**src/rtl/tdm_demux_8.sv**
```systemverilog
// tdm_demux_8 -- eight-slot time-division demultiplexer.
//
// A frame is eight consecutive valid words; the word carrying in_sof is
// slot 0. Each word is written into the lane register matching its slot
// and the lane's strobe bit pulses for one cycle. Words arriving outside
// a frame are dropped and counted.
//
// Ports:
//   clk          clock, rising edge
//   rst          synchronous active-high reset
//   in_valid     input word present this cycle
//   in_sof       start of frame (qualified by in_valid)
//   in_data      input word
//   out0..out7   registered lane outputs, lane n = slot n
//   out_strobe   one-hot, bit n pulses when outn is written
//   out_sel      slot index of the most recent lane write
//   frame_valid  pulse when slot 7 completes a frame
//   frame_err    pulse when sof arrives mid-frame
//   drop_cnt     words discarded while idle, saturating at 255
module tdm_demux_8 #(
   parameter int WIDTH = 8
) (
   input  logic             clk,
   input  logic             rst,
   input  logic             in_valid,
   input  logic             in_sof,
   input  logic [WIDTH-1:0] in_data,
   output logic [WIDTH-1:0] out0,
   output logic [WIDTH-1:0] out1,
   output logic [WIDTH-1:0] out2,
   output logic [WIDTH-1:0] out3,
   output logic [WIDTH-1:0] out4,
   output logic [WIDTH-1:0] out5,
   output logic [WIDTH-1:0] out6,
   output logic [WIDTH-1:0] out7,
   output logic [7:0]       out_strobe,
   output logic [2:0]       out_sel,
   output logic             frame_valid,
   output logic             frame_err,
   output logic [7:0]       drop_cnt
);

   typedef enum logic {
      IDLE,
      RUN
   } state_t;

   state_t           state_q, state_d;
   logic [2:0]       slot_q, slot_d;
   logic [7:0]       drop_q, drop_d;
   logic [WIDTH-1:0] lane_q [8];
   logic [7:0]       strobe_q;
   logic [2:0]       sel_q;
   logic             fv_q, fv_d;
   logic             fe_q, fe_d;
   logic             wr_en;
   logic [2:0]       wr_slot;

   // Next-state decode for the frame tracker.
   always_comb begin
      // NOTE: every combinational output gets a default first so no path
      // leaves it unassigned, which would otherwise infer a latch.
      state_d = state_q;
      slot_d  = slot_q;
      drop_d  = drop_q;
      fv_d    = 1'b0;
      fe_d    = 1'b0;
      wr_en   = 1'b0;
      wr_slot = slot_q;

      if (in_valid) begin
         if (in_sof) begin
            // sof always restarts at slot 0; inside a frame it also flags
            // the abandoned partial frame.
            wr_en   = 1'b1;
            wr_slot = 3'd0;
            slot_d  = 3'd1;
            state_d = RUN;
            fe_d    = (state_q == RUN);
         end else if (state_q == IDLE) begin
            drop_d = (drop_q == 8'hFF) ? drop_q : drop_q + 8'd1;
         end else begin
            wr_en   = 1'b1;
            wr_slot = slot_q;
            // Slot 7 is the only place the counter wraps back to 0.
            slot_d  = slot_q + 3'd1;
            if (slot_q == 3'd7) begin
               fv_d    = 1'b1;
               state_d = IDLE;
            end
         end
      end
   end

   always_ff @(posedge clk) begin
      // NOTE: state is updated with non-blocking assignments so every
      // register samples values from before this edge.
      if (rst) begin
         state_q  <= IDLE;
         slot_q   <= 3'd0;
         drop_q   <= 8'd0;
         strobe_q <= 8'd0;
         sel_q    <= 3'd0;
         fv_q     <= 1'b0;
         fe_q     <= 1'b0;
         // NOTE: the lane array is cleared on reset because reset must
         // present all-zero lanes; it is small enough to be plain flops.
         for (int i = 0; i < 8; i++) begin
            lane_q[i] <= '0;
         end
      end else begin
         state_q  <= state_d;
         slot_q   <= slot_d;
         drop_q   <= drop_d;
         fv_q     <= fv_d;
         fe_q     <= fe_d;
         strobe_q <= wr_en ? (8'd1 << wr_slot) : 8'd0;
         if (wr_en) begin
            lane_q[wr_slot] <= in_data;
            sel_q           <= wr_slot;
         end
      end
   end

   assign out0        = lane_q[0];
   assign out1        = lane_q[1];
   assign out2        = lane_q[2];
   assign out3        = lane_q[3];
   assign out4        = lane_q[4];
   assign out5        = lane_q[5];
   assign out6        = lane_q[6];
   assign out7        = lane_q[7];
   assign out_strobe  = strobe_q;
   assign out_sel     = sel_q;
   assign frame_valid = fv_q;
   assign frame_err   = fe_q;
   assign drop_cnt    = drop_q;

endmodule

```
**config.mk**
```make
export PLATFORM = sky130hd
export DESIGN_NAME = tdm_demux_8
export DESIGN_NICKNAME = d
export VERILOG_FILES = /design/src/rtl/tdm_demux_8.sv
export SDC_FILE = /design/constraint.sdc
export NUM_CORES = 1
export LEC_CHECK = 0
export ABC_CLOCK_PERIOD_IN_PS = 4100
export CAP_MARGIN = 20
export CORE_MARGIN = 2
export CORE_UTILIZATION = 40
export DETAILED_ROUTE_END_ITERATION = 16
export PLACE_DENSITY_LB_ADDON = 0.1
export SLEW_MARGIN = 20
export SYNTH_ARGS = -nofsm -noshare
export SYNTH_HDL_FRONTEND = slang
export SYNTH_SLANG_ARGS = --single-unit
```
**constraint.sdc**
```tcl
create_clock -name clk -period 4.1 [get_ports clk]
set_clock_uncertainty 0.1 [all_clocks]
set_input_delay 1.025 -clock clk [delete_from_list [all_inputs] [get_ports clk]]
set_output_delay 1.025 -clock clk [all_outputs]
set_load 0.1 [all_outputs]
```
==> results of run 1 <==
[where the power goes]
part           internal, W  leakage, nW  total, W  switching, W
logic            0.0000715        0.786  0.000335      0.000263
clock network     0.000287        0.104  0.000595      0.000308
registers         0.000989        0.865   0.00100     0.0000146
[worst paths after layout]
kind                             from                         end  slack (ns)  cells past startpoint
max          drop_cnt[3]$_SDFFE_PP0P_                 drop_cnt[3]        0.95                      1
min           out_sel[2]$_SDFFE_PP0P_     out_sel[2]$_SDFFE_PP0P_        0.38                      2
max reg2reg    slot_q[1]$_SDFFE_PP0P_  lane_q[2][2]$_SDFFCE_PN0P_        1.93                      3
min reg2reg   out_sel[2]$_SDFFE_PP0P_     out_sel[2]$_SDFFE_PP0P_        0.38                      2
[registers in the layout, summed over array words and instances (netlist names)]
register and flops:
lane_q 64, drop_cnt 8, out_strobe 8, out_sel 3, slot_q 3, frame_err 1, frame_valid 1, state_q 1
[routing by layer]
metal | track usage (%) | vias to the layer above | share of wire (%)
met1 | 21.3 | 1051 | 46
li1 | - | 1090 | -
met2 | 25.1 | 73 | 47
met4 | 6.43 | 0 | 1.0
met5 | 0 | - | 0
met3 | 3.87 | 6 | 6.0
[cells in the mapped netlist (2+ instances only)]
master	instances	area (µm²)
and4_1	2	17.5
or2_2	6	37.5
clkbuf_1	3	11.3
and3b_1	2	17.5
edfxtp_1	64	1920
nand2b_1	3	18.8
or4_1	2	15.0
nor2b_1	3	18.8
a2111oi_4	4	110
dfxtp_1	25	500
and2_1	65	407
or2_1	2	12.5
a211oi_1	4	30.0
buf_2	2	10.0
a21oi_1	7	35.0
nor2_1	8	30.0
mux2_2	2	22.5
a22oi_1	4	30.0
nand2_1	6	22.5
ha_1	3	37.5
inv_1	2	7.51
nor4_4	4	85.1
[area by class of cell]
class / count / area [µm²] / area share [%]
inverters: 2 / 7.51 / 0.153
clock inverters: 7 / 75.1 / 1.53
clock buffers: 9 / 124 / 2.53
flip-flops and latches: 89 / 2420 / 49.5
multi-input cells: 147 / 1160 / 23.8
repair buffers: 97 / 968 / 19.8
well taps: 108 / 135 / 2.76
[logic make-up (layout without fill, tap and decap cells)]
group | Yosys count | after routing | share of synthesized area, %
compound gates | 28 | 28 | 8.13
buf+inv | 10 | 115 | 1.24
simple gates | 113 | 113 | 22.0
flops | 89 | 89 | 66.7
mux | 3 | 3 | 0.896
fa+ha+maj | 3 | 3 | 1.03
[per-stage QoR]
stage | hold slack, ns | std cells
CTS | 0.387 | 459
global placement | 0.371 | 443
detailed placement | 0.369 | 443
floorplan | 0.455 | 246
finish | 0.382 | 459
global route | 0.419 | 459
[worst reg2reg max path, stage by stage, from the launching register on]
cell and delay, ns:
dfxtp_1 0.65, nand2b_1 0.24, a2111oi_4 0.57, or2_2 0.32
==> flow_summary.ini, run 1 <==
[sta]
fin_tns_setup_ns = 0
final_hold_viol_count = 0
slew_headroom_pct = 33.0
rsz0062_at_grt = no
fin_crit_sh_pct = 76.9
fmax_ghz = 0.317
period_needed_ns = 3.15
tightest_slew_ns = 1.00
finalMaxSlewViolations = 0
setup_viol = 0
timing.final.ws_setup_ns = 0.947

[floorplan]
die_x_um = 99.3
ioPinCount = 97
start_util_pct = 41.4
fp.dieH_um = 99.3
rows = 34
core_area_um2 = 8760
die_area_um2 = 9860

[cells_and_area]
final_cell_mix = clkdlybuf4s50_1 (96), and2_1 (65), edfxtp_1 (64), dfxtp_1 (25), clkbuf_8 (9)
finalNetCount = 361
fillCellCount = 759
fin_area_um2 = 4900
layout_commonest_cell = clkdlybuf4s50_1
diodes = 0
drive_gt1_share_pct = 11.7
area_delta_synth_final_pct = 34.8
post-route-util_pct = 55.9

[place]
place_ws_ns = 0.662
io_buffers = 96
dpl_cell_area_um2 = 4700
gp_congestion = 0.769
dp_hpwl_um = 5270

[cts]
clk_pin_slew_ns = 0.08
cts_num_sinks = 89
cts_tree = built
postCtsHoldBufs = 0
cts_buffer_depth = 2
clkLatencyLatePin_ns = 0.35
post_cts_resized = 0
clockRootBuffer = clkbuf_8
post_cts.repair.setup_buffers = 0
numCtsBuffers = 9
htree_levels = 3

[drt]
wl_per_cell_um = 16.3
drc = 0
drt_iter0_drc = 88
vias = 2220
drt-total-wl_um = 7470
dr.pass1.iters = 4
vias_per_cell = 4.84
ant_nets = 0

[logic_synthesis]
syn_inst = 246
synth_flop_cell = edfxtp_1
synth_seq_area_share_pct = 66.7
ys_ff_latch = 89
ys_warn_count = 0
postSynthAreaPerCell_um2 = 14.8
syn_area_um2 = 3630
async_flop_share_pct = 0
synth_edf_count = 64
ys_types = 45
synthesis.nets = 261

[grt]
grt_use_total_pct = 15.9
antenna_found_initial = 0
gr-total-overflow = 0
grt_max_degree = 33
grt_pass1_vias = 2207
grt_pass1_wl_um = 11800

[worst_setup_path]
max_stage_delay_ns = 1.19
worstPathRequired_ns = 2.97
critPathArrivalTime_ns = 2.03
critPathBufInv = 1
crit_family = buffers and inverters
critPathKind = reg2out
critPathSlowestCell = clkdlybuf4s50_1
critPathLaunchType = flip-flop
crit_chain = clkdlybuf4s50_1
crit_path_end_kind = output pin
worst-path-max-fanout = 8

[power_and_ir_drop]
p_per_area_nw_per_um2 = 395
ir_drop_uv = 158
leakage_nw = 1.76
total_power_w = 0.00193

[outcome]
status = complete, no violations

[job]
max_cap_violations = 0

[hold_path]
hp-class = reg2reg
Power figures use the tool's default switching activity.
==> inputs of run 2 (changes only) <==
--- a/config.mk
+++ b/config.mk
@@ -5,7 +5,7 @@
 export SDC_FILE = /design/constraint.sdc
 export NUM_CORES = 1
 export LEC_CHECK = 0
-export ABC_CLOCK_PERIOD_IN_PS = 4100
+export ABC_CLOCK_PERIOD_IN_PS = 2900
 export CAP_MARGIN = 20
 export CORE_MARGIN = 2
 export CORE_UTILIZATION = 40
==> constraint.sdc (replaced) <==
create_clock -name clk -period 2.9 [get_ports clk]
set_clock_uncertainty 0.1 [all_clocks]
set_input_delay 0.725 -clock clk [delete_from_list [all_inputs] [get_ports clk]]
set_output_delay 0.725 -clock clk [all_outputs]
set_load 0.1 [all_outputs]
==> run 2 against run 1 <==
Clock-buffer cell count increased by 1. Global-route usage increased by 0.12 points. Worst hold slack got worse by 0.014 ns. Largest power group unchanged. Register-to-register slack got worse by 1.0 ns. Critical endpoint is now lane_q[3][1]$_SDFFCE_PN0P_. Routed wire length increased by 4.2%. Die area unchanged. Critical path type is now in2reg.
==> flow_summary.ini, run 2 (synthesized netlist as in run 1, its figures left out) <==
[cts]
cts_num_sinks = 89
cts_tree = built
clk_pin_slew_ns = 0.08
clockRootBuffer = clkbuf_8
post_cts_resized = 0
post_cts.repair.setup_buffers = 0
clkLatencyLatePin_ns = 0.35
postCtsHoldBufs = 0
htree_levels = 3
numCtsBuffers = 9
cts_buffer_depth = 2

[floorplan]
fp.dieH_um = 99.3
ioPinCount = 97
rows = 34
core_area_um2 = 8760
start_util_pct = 41.4
die_x_um = 99.3
die_area_um2 = 9860

[power_and_ir_drop]
leakage_nw = 1.94
p_per_area_nw_per_um2 = 584
ir_drop_uv = 293

[place]
gp_congestion = 0.785
dp_hpwl_um = 5360
dpl_cell_area_um2 = 4570
io_buffers = 96

[sta]
period_needed_ns = 2.36
setup_viol = 0
tightest_slew_ns = 0.509
finalMaxSlewViolations = 0
fin_crit_sh_pct = 81.3
final_hold_viol_count = 0
slew_headroom_pct = 66.0
fin_tns_setup_ns = 0
rsz0062_at_grt = no
fmax_ghz = 0.424

[drt]
vias_per_cell = 4.78
drt-total-wl_um = 7780
met1_length_um = 3690
vias = 2248
wl_per_cell_um = 16.6
dr.pass1.iters = 4
drt_iter0_drc = 93
dr_wl_met3_um = 486
drc = 0
highest_layer = met4
ant_nets = 0
wl_met2_um = 3480

[cells_and_area]
area_delta_synth_final_pct = 31.7
final_cell_mix = buf_4 (98), and2_1 (65), edfxtp_1 (64), dfxtp_1 (25), clkdlybuf4s50_1 (11)
layout_commonest_cell = buf_4
largest_register_ffs = 64
diodes = 0
fin_area_um2 = 4780
finalNetCount = 373
drive_gt1_share_pct = 37.3
top_register = lane_q

[worst_setup_path]
worstPathRequired_ns = 2.83
worst-path-max-fanout = 11
critPathKind = in2reg
critPathLaunchType = input pin
critPathArrivalTime_ns = 2.28
critPathSlowestCell = clkdlybuf4s50_1
crit_chain = clkdlybuf4s50_1 -> buf_4 -> a21bo_4 -> a2111oi_4 -> or2_1
crit_path_end_kind = flip-flop
max_stage_delay_ns = 0.41
critPathBufInv = 2
crit_family = compound AO/OA/AOI/OAI gates

[grt]
gr-total-overflow = 0
grt_use_total_pct = 16.0
grt_pass1_vias = 2153
grt_pass1_wl_um = 11900
antenna_found_initial = 0
grt_max_degree = 22

[job]
max_cap_violations = 0

[hold_path]
hp-class = reg2reg

[outcome]
status = complete, no violations
-- run 2: layout make-up --
cell class,instances,area [µm²]
Inverter,2,7.51
Sequential cell,89,2420
Tap cell,108,135
Fill cell,737,3980
Clock buffer,10,128
Clock inverter,5,81.3
Multi-Input combinational cell,147,1160
Timing Repair Buffer,109,846
-- run 2: worst register-to-register path, delay by kind of cell (launching register included) --
kind / cells / cell delay [ns]
AOI/OAI and AO/OA: 2 / 0.66
DFF: 1 / 0.53
and+or+nand+nor: 1 / 0.36
-- run 2: power breakdown --
group          internal (W)  switching, W  total, W
clock network      0.000481      0.000427  0.000909
logic             0.0000925      0.000374  0.000466
registers           0.00140     0.0000219   0.00142
total               0.00197      0.000823   0.00280
-- run 2: final timing paths --
kind	start	end	slack (ns)	depth (start not counted)
min reg2reg	out_sel[2]$_SDFFE_PP0P_	out_sel[2]$_SDFFE_PP0P_	0.37	2
max	in_valid	lane_q[3][1]$_SDFFCE_PN0P_	0.54	5
max reg2reg	slot_q[0]$_SDFFE_PP0P_	lane_q[3][1]$_SDFFCE_PN0P_	0.93	3
min	out_sel[2]$_SDFFE_PP0P_	out_sel[2]$_SDFFE_PP0P_	0.37	2
-- run 2: layer usage --
metal | vias to the layer above | global-route usage (%)
met5 | - | 0
met4 | 0 | 6.95
met3 | 9 | 4.15
met2 | 72 | 23.6
met1 | 1055 | 22.6
li1 | 1112 | -
-- run 2: through the flow --
step / std cells / power [W] / setup slack [ns] / hold WS [ns] / util (%)
5_1_grt: 470 / 0.00288 / 0.454 / 0.397 / 54.6
6_report: 470 / 0.00280 / 0.541 / 0.368 / 54.6
3_5_place_dp: 455 / 0.00192 / 0.171 / 0.354 / 52.2
4_1_cts: 470 / 0.00282 / 0.553 / 0.373 / 54.6
2_1_floorplan: 246 / 0.00180 / 0.495 / 0.455 / -
3_3_place_gp: 455 / 0.00192 / 0.199 / 0.373 / 52.2
==> inputs of run 3 (changes only) <==
--- a/config.mk
+++ b/config.mk
@@ -5,7 +5,7 @@
 export SDC_FILE = /design/constraint.sdc
 export NUM_CORES = 1
 export LEC_CHECK = 0
-export ABC_CLOCK_PERIOD_IN_PS = 2900
+export ABC_CLOCK_PERIOD_IN_PS = 2160
 export CAP_MARGIN = 20
 export CORE_MARGIN = 2
 export CORE_UTILIZATION = 40
==> constraint.sdc (replaced) <==
create_clock -name clk -period 2.16 [get_ports clk]
set_clock_uncertainty 0.1 [all_clocks]
set_input_delay 0.54 -clock clk [delete_from_list [all_inputs] [get_ports clk]]
set_output_delay 0.54 -clock clk [all_outputs]
set_load 0.1 [all_outputs]
==> run 3 against run 2 <==
Die area unchanged. Global-route usage increased by 0.72 points. Flip-flop and latch count did not move. Worst hold slack better by 0.048 ns. Largest cell class unchanged. Largest power group unchanged. Highest routed layer unchanged.
==> flow_summary.ini, run 3 (synthesized netlist as in run 1, its figures left out) <==
[cts]
cts_tree = built
cts_num_sinks = 89
clk_pin_slew_ns = 0.08
cts_buffer_depth = 2
clkLatencyLatePin_ns = 0.35
clockRootBuffer = clkbuf_8
post_cts.repair.setup_buffers = 0
numCtsBuffers = 9
htree_levels = 3

[worst_setup_path]
critPathKind = in2reg
max_stage_delay_ns = 0.44
crit_family = buffers and inverters
crit_chain = clkdlybuf4s50_1 -> buf_4 -> a21bo_4 -> a2111oi_4 -> or2_1 -> buf_12
critPathBufInv = 3
critPathLaunchType = input pin
cp_num_cells = 6
worstPathRequired_ns = 2.13
crit_path_end_kind = flip-flop
r2r_cells = 3
worst-path-max-fanout = 8
critPathArrivalTime_ns = 2.05
critPathSlowestCell = clkdlybuf4s50_1

[outcome]
status = complete, no violations

[power_and_ir_drop]
power.internal_w = 0.00244
p_clk_share_pct = 28.4
netSwitchingPower_w = 0.00113
switching_share_pct = 31.6
leakage_nw = 2.02
sequentialPowerShare_pct = 53.3
ir_drop_uv = 366
p_per_area_nw_per_um2 = 716
power_frac_comb_pct = 18.3

[sta]
fin_crit_sh_pct = 96.3
final_hold_viol_count = 0
setup_viol = 0
timing.final.ws_setup_ns = 0.0809
finalMaxSlewViolations = 0
slew_headroom_pct = 72.7
fin_tns_setup_ns = 0
tightest_slew_ns = 0.410
fmax_ghz = 0.481
period_needed_ns = 2.08
rsz0062_at_grt = no

[cells_and_area]
fillCellCount = 732
finalNetCount = 385
diodes = 0
drive_gt1_share_pct = 40.5
final_cell_mix = buf_4 (98), and2_1 (65), edfxtp_1 (64), dfxtp_1 (21), buf_12 (12)
layout_commonest_cell = buf_4
fin_area_um2 = 4990
area_delta_synth_final_pct = 37.5
largest_register_ffs = 64
top_register = lane_q

[place]
gp_congestion = 0.833
dp_hpwl_um = 5530
dpl_cell_area_um2 = 4820
io_buffers = 96
place_ws_ns = -0.312

[floorplan]
fp.dieH_um = 99.3
die_area_um2 = 9860
start_util_pct = 41.4
die_x_um = 99.3
core_area_um2 = 8760
rows = 34
ioPinCount = 97

[job]
max_cap_violations = 0

[drt]
wl_per_cell_um = 16.2
vias = 2291
drt-total-wl_um = 7820
drt_iter0_drc = 65
ant_nets = 0
dr.pass1.iters = 4
drc = 0
vias_per_cell = 4.74

[grt]
grt_pass1_wl_um = 12400
grt_pass1_vias = 2256
grt_max_degree = 20
grt_use_total_pct = 16.8
gr-total-overflow = 0
antenna_found_initial = 0

[hold_path]
min_path_cells = 2
hp-class = reg2reg
run 3: changes by cell type in the layout (fill, tap and decap cells not counted):
| cell | before | now |
|---|---|---|
| buf_12 | 0 | 12 |
| dfxtp_2 | 0 | 4 |
| dfxtp_1 | 25 | 21 |
| clkinvlp_4 | 0 | 3 |
| clkdlybuf4s50_1 | 11 | 10 |
| bufinv_16 | 2 | 0 |
| inv_6 | 0 | 1 |
| clkinv_4 | 2 | 1 |
| dlymetal6s2s_1 | 0 | 1 |
run 3: area by class of cell:
class,instances,area (µm²),share of cell area (%)
repair buffers,121,1090,21.8
multi-input cells,147,1160,23.3
inverters,2,7.51,0.150
clock inverters,6,43.8,0.877
well taps,108,135,2.71
flip-flops and latches,89,2430,48.6
clock buffers,10,128,2.56
run 3: power by group through the flow:
stage               Clock (W)  Combinational [W]  Sequential (W)
finish                0.00101           0.000654         0.00191
global route          0.00111           0.000675         0.00191
CTS                   0.00104           0.000658         0.00191
detailed placement          0           0.000657         0.00195
global placement            0           0.000654         0.00195
floorplan                   0          0.0000906         0.00233
run 3: worst paths after layout:
kind,start,end,slack (ns)
min reg2reg,out_sel[2]$_SDFFE_PP0P_,out_sel[2]$_SDFFE_PP0P_,0.42
min,out_sel[2]$_SDFFE_PP0P_,out_sel[2]$_SDFFE_PP0P_,0.42
max,in_valid,lane_q[1][0]$_SDFFCE_PN0P_,0.08
max reg2reg,state_q$_SDFFE_PP0P_,lane_q[6][0]$_SDFFCE_PN0P_,0.33
run 3: metrics by stage:
step	hold slack [ns]	util, %	power (W)	cells
finish	0.416	57.0	0.00357	483
global route	0.429	57.0	0.00370	483
CTS	0.424	57.0	0.00360	483
detailed placement	0.408	55.0	0.00260	467
global placement	0.405	55.0	0.00260	467
floorplan	0.455	-	0.00242	246
run 3: worst min-delay path, delay by kind of cell (launching register included):
family | cells | cell delay (ns)
DFF | 1 | 0.35
and+or+nand+nor | 1 | 0.07
AOI/OAI and AO/OA | 1 | 0.06
run 3: routing by layer:
metal	global-route usage [%]	share of wire (%)	vias to the layer above
met5	0	0	-
met4	5.69	1.4	0
met3	4.57	6.7	8
met2	25.0	46	71
met1	23.8	46	1073
li1	-	-	1139
run 3: timing repair:
item | 4_1_cts | 5_1_grt
hold buffers | 0 | 0
gates resized for setup | 0 | 1
endpoints found under the setup margin | 0 | 3
